File: src/rtl/traffic_light_monitor.sv
// Passive safety monitor for the four-approach traffic light controller.
// Watches the 12 go signals, checks phase sequencing and latches a sticky coded fault.
module traffic_light_monitor #(
    parameter int CW        = 8,
    parameter int MIN_GREEN = 2,
    parameter int MAX_GREEN = 8,
    parameter int MAX_WAIT  = 40
) (
    input  logic          clk,
    input  logic          rst,
    input  logic          e2_l,
    input  logic          e2_r,
    input  logic          e2_o,
    input  logic          w2_l,
    input  logic          w2_r,
    input  logic          w2_o,
    input  logic          n2_l,
    input  logic          n2_r,
    input  logic          n2_o,
    input  logic          s2_l,
    input  logic          s2_r,
    input  logic          s2_o,
    input  logic          clr_fault,
    output logic          active_valid,
    output logic [1:0]    active_dir,
    output logic [CW-1:0] phase_len,
    output logic [7:0]    round_cnt,
    output logic          fault,
    output logic [2:0]    fault_code
);

    typedef enum logic [1:0] {ST_IDLE, ST_SERVE, ST_FAULT} state_t;
    typedef enum logic [2:0] {
        CODE_NONE     = 3'd0,
        CODE_CONFLICT = 3'd1,
        CODE_SHORT    = 3'd2,
        CODE_LONG     = 3'd3,
        CODE_STARVE   = 3'd4
    } code_t;

    localparam logic [CW-1:0] MIN_G = CW'(MIN_GREEN);
    localparam logic [CW-1:0] MAX_G = CW'(MAX_GREEN);
    localparam logic [CW-1:0] MAX_W = CW'(MAX_WAIT);

    state_t        state;
    logic [3:0]    served_mask;
    logic [CW-1:0] wait_cnt [4];

    logic [3:0] act;
    logic [2:0] act_cnt;
    logic       single;
    logic [1:0] sample_dir;
    logic       same_dir;
    logic       phase_end;
    logic       starve_hit;
    code_t      new_code;

    // Bit order matches active_dir encoding: E=0, W=1, N=2, S=3.
    assign act = {s2_l | s2_r | s2_o, n2_l | n2_r | n2_o,
                  w2_l | w2_r | w2_o, e2_l | e2_r | e2_o};

    assign act_cnt = {2'b00, act[0]} + {2'b00, act[1]} + {2'b00, act[2]} + {2'b00, act[3]};
    assign single  = (act_cnt == 3'd1);

    // NOTE: every signal assigned in always_comb gets a default first, so no latch is inferred.
    always_comb begin
        sample_dir = 2'd0;
        case (act)
            4'b0010: sample_dir = 2'd1;
            4'b0100: sample_dir = 2'd2;
            4'b1000: sample_dir = 2'd3;
            default: sample_dir = 2'd0;
        endcase
    end

    assign same_dir  = (state == ST_SERVE) && single && (sample_dir == active_dir);
    assign phase_end = (state == ST_SERVE) &&
                       ((act_cnt == 3'd0) || (single && (sample_dir != active_dir)));

    always_comb begin
        starve_hit = 1'b0;
        for (int k = 0; k < 4; k++) begin
            if (wait_cnt[k] >= MAX_W) starve_hit = 1'b1;
        end
    end

    // Priority chain: lowest nonzero code wins when several checks trip together.
    always_comb begin
        new_code = CODE_NONE;
        if (act_cnt >= 3'd2)                   new_code = CODE_CONFLICT;
        else if (phase_end && phase_len < MIN_G) new_code = CODE_SHORT;
        else if (same_dir && phase_len == MAX_G) new_code = CODE_LONG;
        else if (starve_hit)                   new_code = CODE_STARVE;
    end

    // NOTE: sequential state uses non-blocking assignments so every register sees pre-edge values.
    always_ff @(posedge clk or negedge rst) begin
        if (!rst) begin
            state        <= ST_IDLE;
            active_valid <= 1'b0;
            active_dir   <= 2'd0;
            phase_len    <= '0;
            round_cnt    <= 8'd0;
            fault        <= 1'b0;
            fault_code   <= CODE_NONE;
            served_mask  <= 4'd0;
            // NOTE: the wait counters are a small register array, so they are reset like any flop.
            for (int k = 0; k < 4; k++) wait_cnt[k] <= '0;
        end else if (state == ST_FAULT) begin
            // Everything is frozen until a clear; the clear also skips checking this sample.
            if (clr_fault) begin
                state        <= ST_IDLE;
                fault        <= 1'b0;
                fault_code   <= CODE_NONE;
                active_valid <= 1'b0;
                phase_len    <= '0;
                served_mask  <= 4'd0;
                for (int k = 0; k < 4; k++) wait_cnt[k] <= '0;
            end
        end else if (new_code != CODE_NONE) begin
            state      <= ST_FAULT;
            fault      <= 1'b1;
            fault_code <= new_code;
        end else begin
            for (int k = 0; k < 4; k++) begin
                wait_cnt[k] <= act[k] ? '0 : wait_cnt[k] + CW'(1);
            end
            if (single) begin
                state        <= ST_SERVE;
                active_valid <= 1'b1;
                if (same_dir) begin
                    phase_len <= phase_len + CW'(1);
                end else begin
                    active_dir <= sample_dir;
                    phase_len  <= CW'(1);
                    if ((served_mask | act) == 4'hF) begin
                        round_cnt   <= round_cnt + 8'd1;
                        served_mask <= 4'd0;
                    end else begin
                        served_mask <= served_mask | act;
                    end
                end
            end else begin
                state        <= ST_IDLE;
                active_valid <= 1'b0;
                phase_len    <= '0;
            end
        end
    end

endmodule

File: config.mk
export PLATFORM = sky130hd
export DESIGN_NAME = traffic_light_monitor
export DESIGN_NICKNAME = d
export VERILOG_FILES = /design/src/rtl/traffic_light_monitor.sv
export SDC_FILE = /design/constraint.sdc
export NUM_CORES = 1
export LEC_CHECK = 0
export ABC_CLOCK_PERIOD_IN_PS = 4600
export CAP_MARGIN = 10
export CORE_MARGIN = 10
export CORE_UTILIZATION = 45
export DETAILED_ROUTE_END_ITERATION = 7
export PLACE_DENSITY_LB_ADDON = 0.12
export SYNTH_ARGS = -nofsm -noshare
export SYNTH_HDL_FRONTEND = slang
export SYNTH_SLANG_ARGS = --single-unit
File: constraint.sdc
create_clock -name clk -period 4.6 [get_ports clk]
set_input_delay 0.69 -clock clk [delete_from_list [all_inputs] [get_ports clk]]
set_output_delay 0.69 -clock clk [all_outputs]
set_load 0.005 [all_outputs]
# Word level (Yosys, flattened, before mapping)
# Cells that the tools add are included.
classes:
  n_addsub: 9
  multipliers: 0
  div: 0
  n_lt_le_gt_ge: 6
  n_eq_ne: 13
  shifts: 0
  muxes: 40
  bitwise_logic: 12
  reduce_logical: 16
op_table:
  columns: ["op", "count"]
  rows:
  - ["$mux W32", 3]
  - ["$mux W8", 9]
  - ["$add A8 B1 Y8 const B", 6]
  - ["$ge A8 B6 Y1 const B", 4]
  - ["$mux W4", 6]
  - ["$mux W3", 7]
  - ["$mux W1", 11]
  - ["$eq A4 B4 Y1 const B", 2]
  - ["$eq A8 B4 Y1 const B", 1]
  - ["$lt A8 B2 Y1 const B", 1]
  - ["$or A1 B1 Y1", 8]
  - ["$reduce_and A4 Y1", 2]
  - ["$logic_and A1 B1 Y1", 6]
  - ["$mux W2", 3]
  - ["$pmux W2 S3", 1]
  - ["$reduce_and A5 Y1", 1]
  - ["$eq A4 B2 Y1 const B", 1]
  - ["$eq A4 B3 Y1 const B", 1]
  - ["$ne A2 B2 Y1 const B", 2]
  - ["$or A4 B4 Y4", 1]
  - ["$reduce_and A2 Y1", 2]
  - ["$reduce_bool A2 Y1", 2]
  - ["$add A2 B1 Y3", 1]
  - ["$add A3 B1 Y3", 1]
  - ["12 further kinds", 14]
word_totals:
  ff_bits: 61
  latch_bits: 0
  ram_bits: 0
  mem_bits_ro: 0
  input_bits: 15
  mem_count: 0

# Longest topological paths before layout
depth:
  word_depth: 15
  depth_mapped: 18

# Worst setup path before layout
# OpenSTA, ideal clock, no wires.
synth_timing:
  kind: "in2reg"
  start: "input port s2_r"
  end: "register served_mask[0]"
  setup_ns: 0.138
  arrival_ns: 3.822
  required_ns: 4.462
  setup_slack_ns: 0.640
  path_stages: 17
  n_path_buf: 3
  cell_sequence: "or3_1 -> buf_2 -> clkinv_1 -> fa_1 -> inv_1 -> ha_1 -> inv_1 -> ha_1 -> nor2_1 -> nand2_1 -> nor3b_1 -> a32oi_1 -> and2_4 -> buf_4 -> buf_6 -> a41oi_1 -> nor2_1"
synth_via:
  elab_chain_len: 14
synth_lines:
  columns: ["item", "line_no", "text"]
  rows:
  - ["start, declared", "21", "input logic s2_r,"]
  - ["$or A1 B1 Y1 * (2 in series)", "59", "assign act = {s2_l | s2_r | s2_o, n2_l | n2_r | n2_o,"]
  - ["parallel branches: the longest is 12 deep, another holds $add A3 B1 Y3", null, null]
  - ["end signal, assigned", "140", "served_mask <= served_mask | act;"]
  - ["end, declared", "46", "logic [3:0] served_mask;"]
# Every way passes the cells marked *. The select of a mux whose other input is x is not followed.
# A chain may end at the register's enable or synchronous reset.

# Final worst setup path
layout_timing:
  start: "input port e2_r"
  end: "register served_mask[2]"
layout_via:
  elab_chain_len: 15
layout_lines:
  columns: ["item", "line_no", "text"]
  rows:
  - ["start, declared", "12", "input logic e2_r,"]
  - ["$or A1 B1 Y1 * (2 in series)", "60", "w2_l | w2_r | w2_o, e2_l | e2_r | e2_o};"]
  - ["$add A1 B1 Y2", "62", "assign act_cnt = {2'b00, act[0]} + {2'b00, act[1]} + {2'b00, act[2]} + {2'b00, act[3]};"]
  - ["$add A2 B1 Y3", "62", null]
  - ["$add A3 B1 Y3", "62", null]
  - ["$eq A3 B1 Y1", "63", "assign single = (act_cnt == 3'd1);"]
  - ["$logic_and A1 B1 Y1, on equally long branches", "76, 78", null]
  - ["$logic_and A1 B1 Y1 or $logic_or A1 B1 Y1 (tied branches)", "76, 78", null]
  - ["$logic_and A1 B1 Y1, on equally long branches", "92, 77", null]
  - ["$mux W3 or $logic_and A1 B1 Y1 (tied branches)", "92, 91", null]
  - ["$mux W3", "91", "else if (phase_end && phase_len < MIN_G) new_code = CODE_SHORT;"]
  - ["$mux W3", "90", "if (act_cnt >= 3'd2) new_code = CODE_CONFLICT;"]
  - ["$reduce_bool A3 Y1", "120", "end else if (new_code != CODE_NONE) begin"]
  - ["$ne A2 B2 Y1 (no line)", null, null]
  - ["$reduce_and A4 Y1 (no line)", null, null]
# Mark *: on every way between the ends. The rest lies on a longest branch, timed or not. The select of a mux whose other input is x is not followed.

==> results.py <==
metrics = {
    "yosys": {
        "netlist_instances": 361,
        "syn_area_mm2": 0.00333,
        "synth_edf_count": 0,
        "synth_cell_types": 49,
        "synth-seq-area-share_pct": 45.8,
        "yosys_warnings": 0,
        "synth_top_flop_cell": "dfrtp_1",
        "synth_fp_nets": 393,
        "syn_area_per_cell_um2": 9.23,
        "synth_area_leaders": "dfrtp_1, ha_1, o21ai_0",
        "synth_top_cell_by_area": "dfrtp_1",
        "yosysTopAreaCellShare_pct": 45.8,
        "async_flop_share_pct": 100,
        "ys_ff_latch": 61,
    },
    "place": {
        "gp_congestion": 0.845,
        "hpwlAfterDp_um": 5730,
        "placedInstanceArea_mm2": 0.00383,
        "io_buffer_count": 37,
        "place_inst": 495,
    },
    "setup_path": {
        "path_max_fanout": 23,
        "setup.worst_path.end_class": "flop",
        "rr_startpoint": "wait_cnt[11]",
        "rrSetupSlack_ps": 1820,
        "critPathRequiredTime_ps": 4790,
        "worstReg2RegEnd": "served_mask[2]",
        "worstSetupEndpoint": "served_mask[2]",
        "cp_common_cell": "inv_1",
        "slowest_delay_ps": 520,
        "crit_cells": 16,
        "cp_slowest_cell": "a221oi_1",
        "crit_chain": "clkdlybuf4s50_1 > or3_1 > inv_1 > fa_1 > inv_1 > ha_1 > inv_1 > ha_1 > nand2_1 > nand2_1 > or3_1 > a32oi_1 > and2_4 > inv_2 > a221oi_1 > nor2_1",
        "startpoint_type": "primary input",
        "startpoint": "e2_r",
        "cp_top_family": "simple AND/OR/NAND/NOR gates",
        "r2r_cells": 9,
        "critical_path_arrival_ps": 4410,
        "critPathBufInv": 5,
        "crit_type": "primary input to flop",
    },
    "run_status": {
        "status": "completed",
    },
    "drt": {
        "wire_per_inst_um": 15.3,
        "drt_wl_total_um": 7840,
        "drtAntennaViolNets": 0,
        "first_iter_violations": 120,
        "via_count": 2816,
        "avgViaCountPerCell": 5.51,
        "drc": 0,
        "drt_pass1_iterations": 4,
    },
    "clock_tree": {
        "cts_buffers": 9,
        "cts.htree.levels": 3,
        "clk_latency_ps": 330,
        "clock-sinks": 61,
        "cts_setup_buffers": 0,
        "cts.path.max_buffers": 2,
        "cts.root.buffer_cell": "clkbuf_8",
        "clk_pin_slew_worst_paths_ps": 70,
        "cts_tree": "yes",
        "hold_buffers": 0,
        "cts_resized": 0,
    },
    "power": {
        "pwr-share-clk_pct": 46.6,
        "seqPwrFrac_pct": 45.4,
        "swShare_pct": 23.0,
        "p_int_w": 0.000947,
        "peakVddDrop_uv": 279,
        "power.switching_w": 0.000282,
        "pwr-share-comb_pct": 8.0,
        "p_leak_nw": 1.80,
        "power_density_mw_per_mm2": 302,
        "fin_total_pwr_w": 0.00123,
    },
    "timing": {
        "finalCritPeriodShare_pct": 91.7,
        "tightest_slew_ps": 643,
        "rsz0062_at_grt": "false",
        "tns_ps": 0,
        "fmax_mhz": 237,
        "whs_ps": 245,
        "setup_viol": 0,
        "min_period_ps": 4220,
        "max_slew_margin_pct": 57.1,
        "clock_skew_ps": 4.30,
        "drv_slew": 0,
        "hold_viol": 0,
    },
    "final_layout": {
        "drive_gt1_share_pct": 8.50,
        "fin_cells": 511,
        "multiInputGateArea_mm2": 0.00166,
        "final_common_cell": "dfrtp_1",
        "design_area_mm2": 0.00407,
        "fillers": 687,
        "final_cell_mix": "dfrtp_1, o21ai_0, nand2_1, clkdlybuf4s50_1, nor2_1",
        "nets": 439,
        "ff_latch_area_mm2": 0.00153,
        "antenna_cells": 0,
        "area_growth_pct": 22.1,
    },
    "global_routing": {
        "grt-ovfl-total": 0,
        "grt_pass1_vias": 2699,
        "grt_pass1_wl_um": 13100,
        "antenna_found_initial": 0,
        "grtUsageTotal_pct": 14.2,
        "grt_max_degree": 49,
    },
    "hold_path": {
        "hold_path_class": "primary input to async pin",
    },
    "die": {
        "io_pins": 38,
        "fp.coreArea_mm2": 0.00721,
        "dieArea_mm2": 0.0112,
        "rows": 31,
        "start_util_pct": 46.2,
        "die_w_um": 106,
        "die_y_um": 106,
    },
    "flow_run": {
        "maxCapViolCount": 0,
    },
}
==> per-stage QoR <==
step	util (%)	worst slack, ps
after floorplan	-	640
after global placement	53.1	174
after detailed placement	53.1	90.8
after CTS	56.4	444
after global routing	56.4	138
final	56.4	383
==> final cells by class <==
| type | count | area share (%) |
|---|---|---|
| Inverter | 20 | 1.85 |
| Clock inverter | 6 | 2.74 |
| Timing Repair Buffer | 48 | 11.0 |
| Sequential cell | 61 | 37.5 |
| Tap cell | 99 | 3.05 |
| Multi-Input combinational cell | 267 | 40.7 |
| Clock buffer | 10 | 3.14 |
==> logic make-up (layout without fill, tap and decap cells) <==
logic type,Yosys count,after routing,synth area share [%]
AND/OR/NAND/NOR,143,143,21.7
AO/OA/AOI/OAI,97,97,18.6
flip-flops,61,61,45.8
buffers and inverters,33,84,4.51
adder cells (fa/ha/maj),17,17,6.61
XOR/XNOR,7,7,1.84
multiplexers,3,3,0.939
==> sequential cells by signal (all words and copies together) (netlist names) <==
| signal | cells |
|---|---|
| served_mask | 4 |
| wait_cnt | 32 |
| phase_len | 8 |
| active_valid | 1 |
| fault_code | 3 |
| round_cnt | 8 |
| fault | 1 |
| state | 2 |
| active_dir | 2 |
==> per-layer routing <==
layer	GRT usage [%]	share of wire, %	routed length [um]	up-vias
met4	4.84	1.3	102	0
met1	17.8	46	3640	1355
met5	0	0	0	-
li1	-	-	-	1403
met3	4.11	4.4	347	8
met2	22.7	48	3760	50
==> worst min-delay path by stage <==
stage | start | endpoint | cells past startpoint
after floorplan | rst | active_dir[0] | 0
after global placement | round_cnt[7] | round_cnt[7] | 1
after CTS | rst | wait_cnt[31] | 1
final | rst | wait_cnt[27] | 1
after global routing | rst | wait_cnt[31] | 1
after detailed placement | active_valid | active_valid | 1
==> Yosys cell counts, drive strengths merged, types with 2 or more instances <==
library cell  count
inv              19
nor3b             2
a31oi             6
nand3            16
nor3              6
buf               9
ha               16
o21ai            43
nor2b             5
nor4b             2
nand2b            5
a41oi            11
and2              2
nand2            39
or3               4
o211ai            2
or4               4
nor2             29
dfrtp            61
and3             19
nand4             5
clkbuf            4
mux2i             2
o22ai             2
a22o              4
xnor2             6
o31ai             9
a21oi            14
nor4              3
==> power groups by stage <==
| stage | sequential (W) | clock (W) | combinational [W] |
|---|---|---|---|
| finish | 0.000558 | 0.000573 | 0.0000981 |
| global route | 0.000559 | 0.000610 | 0.000112 |
| CTS | 0.000557 | 0.000587 | 0.0000991 |
| detailed placement | 0.000567 | 0 | 0.0000991 |
| global placement | 0.000568 | 0 | 0.0000985 |
| floorplan | 0.000565 | 0 | 0.0000557 |
Power figures use the tool's default switching activity.
==> variant 1 (same settings) <==
`CW`: 8 -> 9.
--- a/src/rtl/traffic_light_monitor.sv
+++ b/src/rtl/traffic_light_monitor.sv
@@ -1,7 +1,7 @@
 // Passive safety monitor for the four-approach traffic light controller.
 // Watches the 12 go signals, checks phase sequencing and latches a sticky coded fault.
 module traffic_light_monitor #(
-    parameter int CW        = 8,
+    parameter int CW        = 9,
     parameter int MIN_GREEN = 2,
     parameter int MAX_GREEN = 8,
     parameter int MAX_WAIT  = 40
Ports: changed (resized phase_len); port bits go from 38 to 39. The function was not compared with the original's and may differ.
==> variant 1 against the original RTL <==
- critical path depth stayed put
- cell area is 8.2% higher
- setup slack better by 0.0022 ns
- count of clock-buffer cells in the layout unchanged
- wire length is 16% higher
- utilization grew 0.30 points
- worst hold slack improved by 0.12 ns
- combinational power is 4% higher
- power rose by 2.2%
- via count grew 11%
- sequential cell count increased by 5
- synthesized area grew 8.7%
- clock skew increased by 0.0033 ns
- critical path type unchanged
- critical endpoint is now wait_cnt[11]$_DFFE_PN0P_
==> variant 1: results (changes against the original RTL) <==
- Vias in the first global route: 3,044 (+13%)
- Global-route usage over all layers: 15.7% (+1.5 points)
- Worst reg2reg endpoint: phase_len[2]$_DFFE_PN0P_
- Period utilisation layout: 91.6% (about the same)
- Adder-Cell Fraction of Synth Area: 6.08% (-0.53 points)
- Syn_area_per_cell: 8.90 um^2 (-3.5%)
- Reg2Reg Setup Slack: 2.01 ns (+0.19 ns)
- Placed cell count: 548 (+11%)
- Rel. slew slack: 52.8% (-4.2 points)
- Hold WC Path Type: in2async
- Fin nets: 489 (+11%)
- Drt total wl: 9.09 mm (+16%)
- Clk slew on worst S/H paths: 0.08 ns
- Worst Skew: 0.00763 ns (+0.00333 ns)
- Setup Buffers After CTS: 0 (unchanged)
- CTS resizes: 0 (unchanged)
- Post-synth top cells: dfrtp_1, nor2_1, o21ai_0
- Htree depth: 3 (unchanged)
- Outcome: finished, final reports clean
- Antenna violations before repair: 0 (unchanged)
- 1st-iter DRT viols: 130 (+8.3%)
- First-pass GRT wire length: 15.0 mm (+14%)
- Ranking of synthesized cells by area: dfrtp_1, o21ai_0, nor2_1
- Peak supply drop: 0.151 mV (-46%)
- Synth unique cells: 52 (+6.1%)
- Post-Layout Cell Count: 564 (+10%)
- Lkg Pwr: 1.94 nW (+7.8%)
- Worst-case clock buffer depth: 2 (unchanged)
- Worst setup endpoint: wait_cnt[11]$_DFFE_PN0P_
- Pre-CTS WS: 0.00649 ns (-0.0843 ns)
- Layout cell share with drive strength beyond 1: 9.09% (+0.60 points)
- Largest fanout on the critical path: 11 (-52%)
- RD Place Congestion: 0.906 (+7.3%)
- N_diodes: 0 (unchanged)
- Post-Syn Nets: 439 (+12%)
- PortBufs: 38 (+2.7%)
- Post-Synth XOR/XNOR Area: 1.93% (+0.094 points)
- Routed vias/inst: 5.54 (+0.45%)
- Reg2Reg Depth: 7 (-2)
- CP peak stage delay: 0.46 ns (-0.06 ns)
- Sw Share: 24.9% (+1.9 points)
- Mux cell area share after synthesis: 0.898% (-0.041 points)
- Slowest-stage cell, CP: and3_1
- Largest regs: wait_cnt x36, phase_len x9, round_cnt x8
- Synth Warn #: 0 (unchanged)
- Register area share after synthesis: 45.6% (-0.23 points)
- Post-DP HPWL: 6.76 mm (+18%)
- Largest net degree at the start of global routing: 39 (-20%)
- FF-to-FF Start: phase_len[6]$_DFFE_PN0P_
- Compound-cell area share of the yosys netlist: 17.1% (-1.4 points)
[variant 1: cell types whose count changed after synthesis, sizes merged, moves of 6 or more]
cell	before	now
a21oi	14	7
a31oi	6	13
a41oi	11	3
and3	19	13
nand3	16	26
nor2	29	55
nor3	6	14
[variant 1: critical path, delay by kind of cell]
kind,cells,cell delay (ns)
simple gates,5,1.34
compound gates,2,0.48
buf+inv,6,1.07
fa+ha+maj,3,0.89
[variant 1: cells by family (layout without fill, tap and decap cells)]
group	after synthesis	in the layout
buffers and inverters	38	93
adder cells (fa/ha/maj)	17	17
multiplexers	3	3
flip-flops	66	66
XOR/XNOR	8	8
AND/OR/NAND/NOR	180	180
AO/OA/AOI/OAI	95	95
[variant 1: area by class of cell]
type	instances	area [um^2]
Clock buffer	10	138
Clock inverter	6	88.8
Fill cell	722	3360
Inverter	25	95.1
Multi-Input combinational cell	303	1810
Sequential cell	66	1650
Tap cell	102	128
Timing Repair Buffer	52	493
[variant 1: metrics by stage]
stage / instance area, um^2 / hold WS (ns)
finish: 4400 / 0.362
global route: 4400 / 0.395
CTS: 4400 / 0.383
detailed placement: 4180 / 0.466
global placement: 4180 / 0.465
floorplan: 3620 / 0.394
[variant 1: power groups by stage]
stage               clock network, mW  registers, mW  logic [mW]
global placement                    0          0.600       0.102
finish                          0.567          0.588       0.102
global route                    0.606          0.588       0.113
floorplan                           0          0.599      0.0504
detailed placement                  0          0.599       0.103
CTS                             0.579          0.588       0.103
[variant 1: layer usage]
layer / global-route usage [%] / vias up / wire (um)
li1: - / 1542 / -
met1: 19.3 / 1513 / 4000
met2: 25.7 / 51 / 4550
met3: 4.62 / 16 / 366
met4: 5.39 / 0 / 171
met5: 0 / - / 0
==> variant 2 (config.mk and constraints unchanged) <==
Made on the original files. Re-encode `state_t` (3 states) as one-hot, 3 bits wide.
--- a/src/rtl/traffic_light_monitor.sv
+++ b/src/rtl/traffic_light_monitor.sv
@@ -29,7 +29,7 @@
     output logic [2:0]    fault_code
 );
 
-    typedef enum logic [1:0] {ST_IDLE, ST_SERVE, ST_FAULT} state_t;
+    typedef enum logic [2:0] {ST_IDLE = 3'b001, ST_SERVE = 3'b010, ST_FAULT = 3'b100} state_t;
     typedef enum logic [2:0] {
         CODE_NONE     = 3'd0,
         CODE_CONFLICT = 3'd1,
Check against the original RTL: no difference found for any inputs over 4 cycles, from zero or initial values and one cycle with rst low; so few cycles prove little.
==> variant 2 against the original RTL <==
- sequential cell count increased by 1
- synthesized area is 2.1% higher
- clock skew is 0.0023 ns higher
- global-route usage grew 1.5 points
- wire length rose by 8.4%
- first-iteration DRC count increased by 110%
- setup slack gained 0.022 ns
- cell area rose by 2.5%
- worst hold slack better by 0.22 ns
Power is not compared: it rests on default switching activity, and its combinational part moved more than twofold at a synthesized area within 25%.
==> variant 2: results (changes against the original RTL) <==
- Reg2Reg Setup Slack: 1.91 ns (+0.09 ns)
- Largest delay share family, worst path: simple AND/OR/NAND/NOR gates
- Fraction of registers with async set/reset: 100% (unchanged)
- Clk slew on worst S/H paths: 0.07 ns (about the same)
- Slowest-stage cell, CP: or3b_2
- Critical path arrival: 4.45 ns (+0.04 ns)
- Outcome: finished, final reports clean
- Post-synth top cells: dfrtp_1, nor2_1, o21ai_0
- Drt total wl: 8.50 mm (+8.4%)
- Antenna violations before repair: 0 (unchanged)
- Dpl cell area: 0.00398 mm^2 (+3.9%)
- First-pass GRT wire length: 14.6 mm (+11%)
- Htree depth: 3 (unchanged)
- Vias: 2,925 (+3.9%)
- Filler cells: 696 (+1.3%)
- Post-Syn Nets: 408 (+3.8%)
- Area Growth Syn to Fin: 22.5%
- Largest fanout on the critical path: 17 (-26%)
- Fin nets: 461 (+5.0%)
- Worst Skew: 0.00663 ns (+0.00233 ns)
- Hold WC Path Type: in2async
- Synth unique cells: 51 (+4.1%)
- PortBufs: 37 (unchanged)
- Register area share after synthesis: 45.6% (-0.17 points)
- Worst-margin pin slew: 0.873 ns (+0.231 ns)
- 1st-iter DRT viols: 247 (+110%)
- Skew-Pair Late Insertion Delay: about 0.34 ns
- RD Place Congestion: 0.849 (+0.52%)
- Ranking of synthesized cells by area: dfrtp_1, ha_1, nor2_1
- Pre-CTS WS: -0.0724 ns (-0.163 ns)
- Per-cell routed wire length: 16.0 um (+4.0%)
- Peak supply drop: roughly 0.13 mV
- Root buf cell: clkbuf_8
- Global-route usage over all layers: 15.6% (+1.5 points)
- Worst hold margin: 0.466 ns (+0.221 ns)
- Largest regs: wait_cnt x32, phase_len x8, round_cnt x8
- Period utilisation layout: 91.2% (-0.49 points)
- CP peak stage delay: 0.50 ns (-0.02 ns)
- TritonCTS Buffers: 9 (unchanged)
- Syn_area_per_cell: 9.05 um^2 (-2.0%)
- Pre-antenna DRT Iters: 4 (unchanged)
- Post-DP HPWL: 6.25 mm (+9.2%)
- Layout cell share with drive strength beyond 1: 11.5% (+3.0 points)
- Placed cell count: 517 (+4.4%)
- Largest net degree at the start of global routing: 38 (-22%)
variant 2: logic make-up after synthesis:
group	after synthesis	share of synthesized area, %
and+or+nand+nor	166	25.3
AOI/OAI and AO/OA	84	14.7
DFF	62	45.6
buffers and inverters	36	4.78
adders and majority gates	17	6.47
xor gates and xnor gates	7	1.80
muxes	4	1.25
variant 2: timing repair:
action                                  in CTS  in global routing
hold endpoints to repair                     0                  0
resized for setup                            0                  1
endpoints found under the setup margin       0                  1
buffers inserted                             0                  0
variant 2: cell type report:
cell class | count | area share, %
Clock buffer | 13 | 4.05
Clock inverter | 3 | 0.420
Inverter | 24 | 2.28
Multi-Input combinational cell | 278 | 40.6
Sequential cell | 62 | 37.2
Tap cell | 99 | 2.97
Timing Repair Buffer | 54 | 12.4
variant 2: layer usage:
metal / global-route usage (%) / routed length (um)
met5: 0 / 0
met4: 5.61 / 116
met3: 3.71 / 432
met2: 23.5 / 3650
met1: 21.4 / 4310
variant 2: worst paths after layout:
check,from,to,cells after the start
worst min register to register,round_cnt[7]$_DFFE_PN0P_,round_cnt[7]$_DFFE_PN0P_,1
worst max register to register,active_dir[0]$_DFFE_PN0P_,wait_cnt[19]$_DFFE_PN0P_,8
worst max-delay path,s2_r,wait_cnt[3]$_DFFE_PN0P_,18
max in group asynchronous,rst,wait_cnt[21]$_DFFE_PN0P_,2
worst min-delay path,rst,phase_len[3]$_DFFE_PN0P_,1
min in group clk,round_cnt[7]$_DFFE_PN0P_,round_cnt[7]$_DFFE_PN0P_,1
variant 2: where the power goes:
| group | leakage [nW] | total [mW] | internal [mW] | switching, mW |
|---|---|---|---|---|
| clock | 0.0954 | 0.459 | 0.238 | 0.220 |
| combinational | 0.928 | 0.271 | 0.102 | 0.169 |
| sequential | 0.847 | 0.581 | 0.565 | 0.0155 |
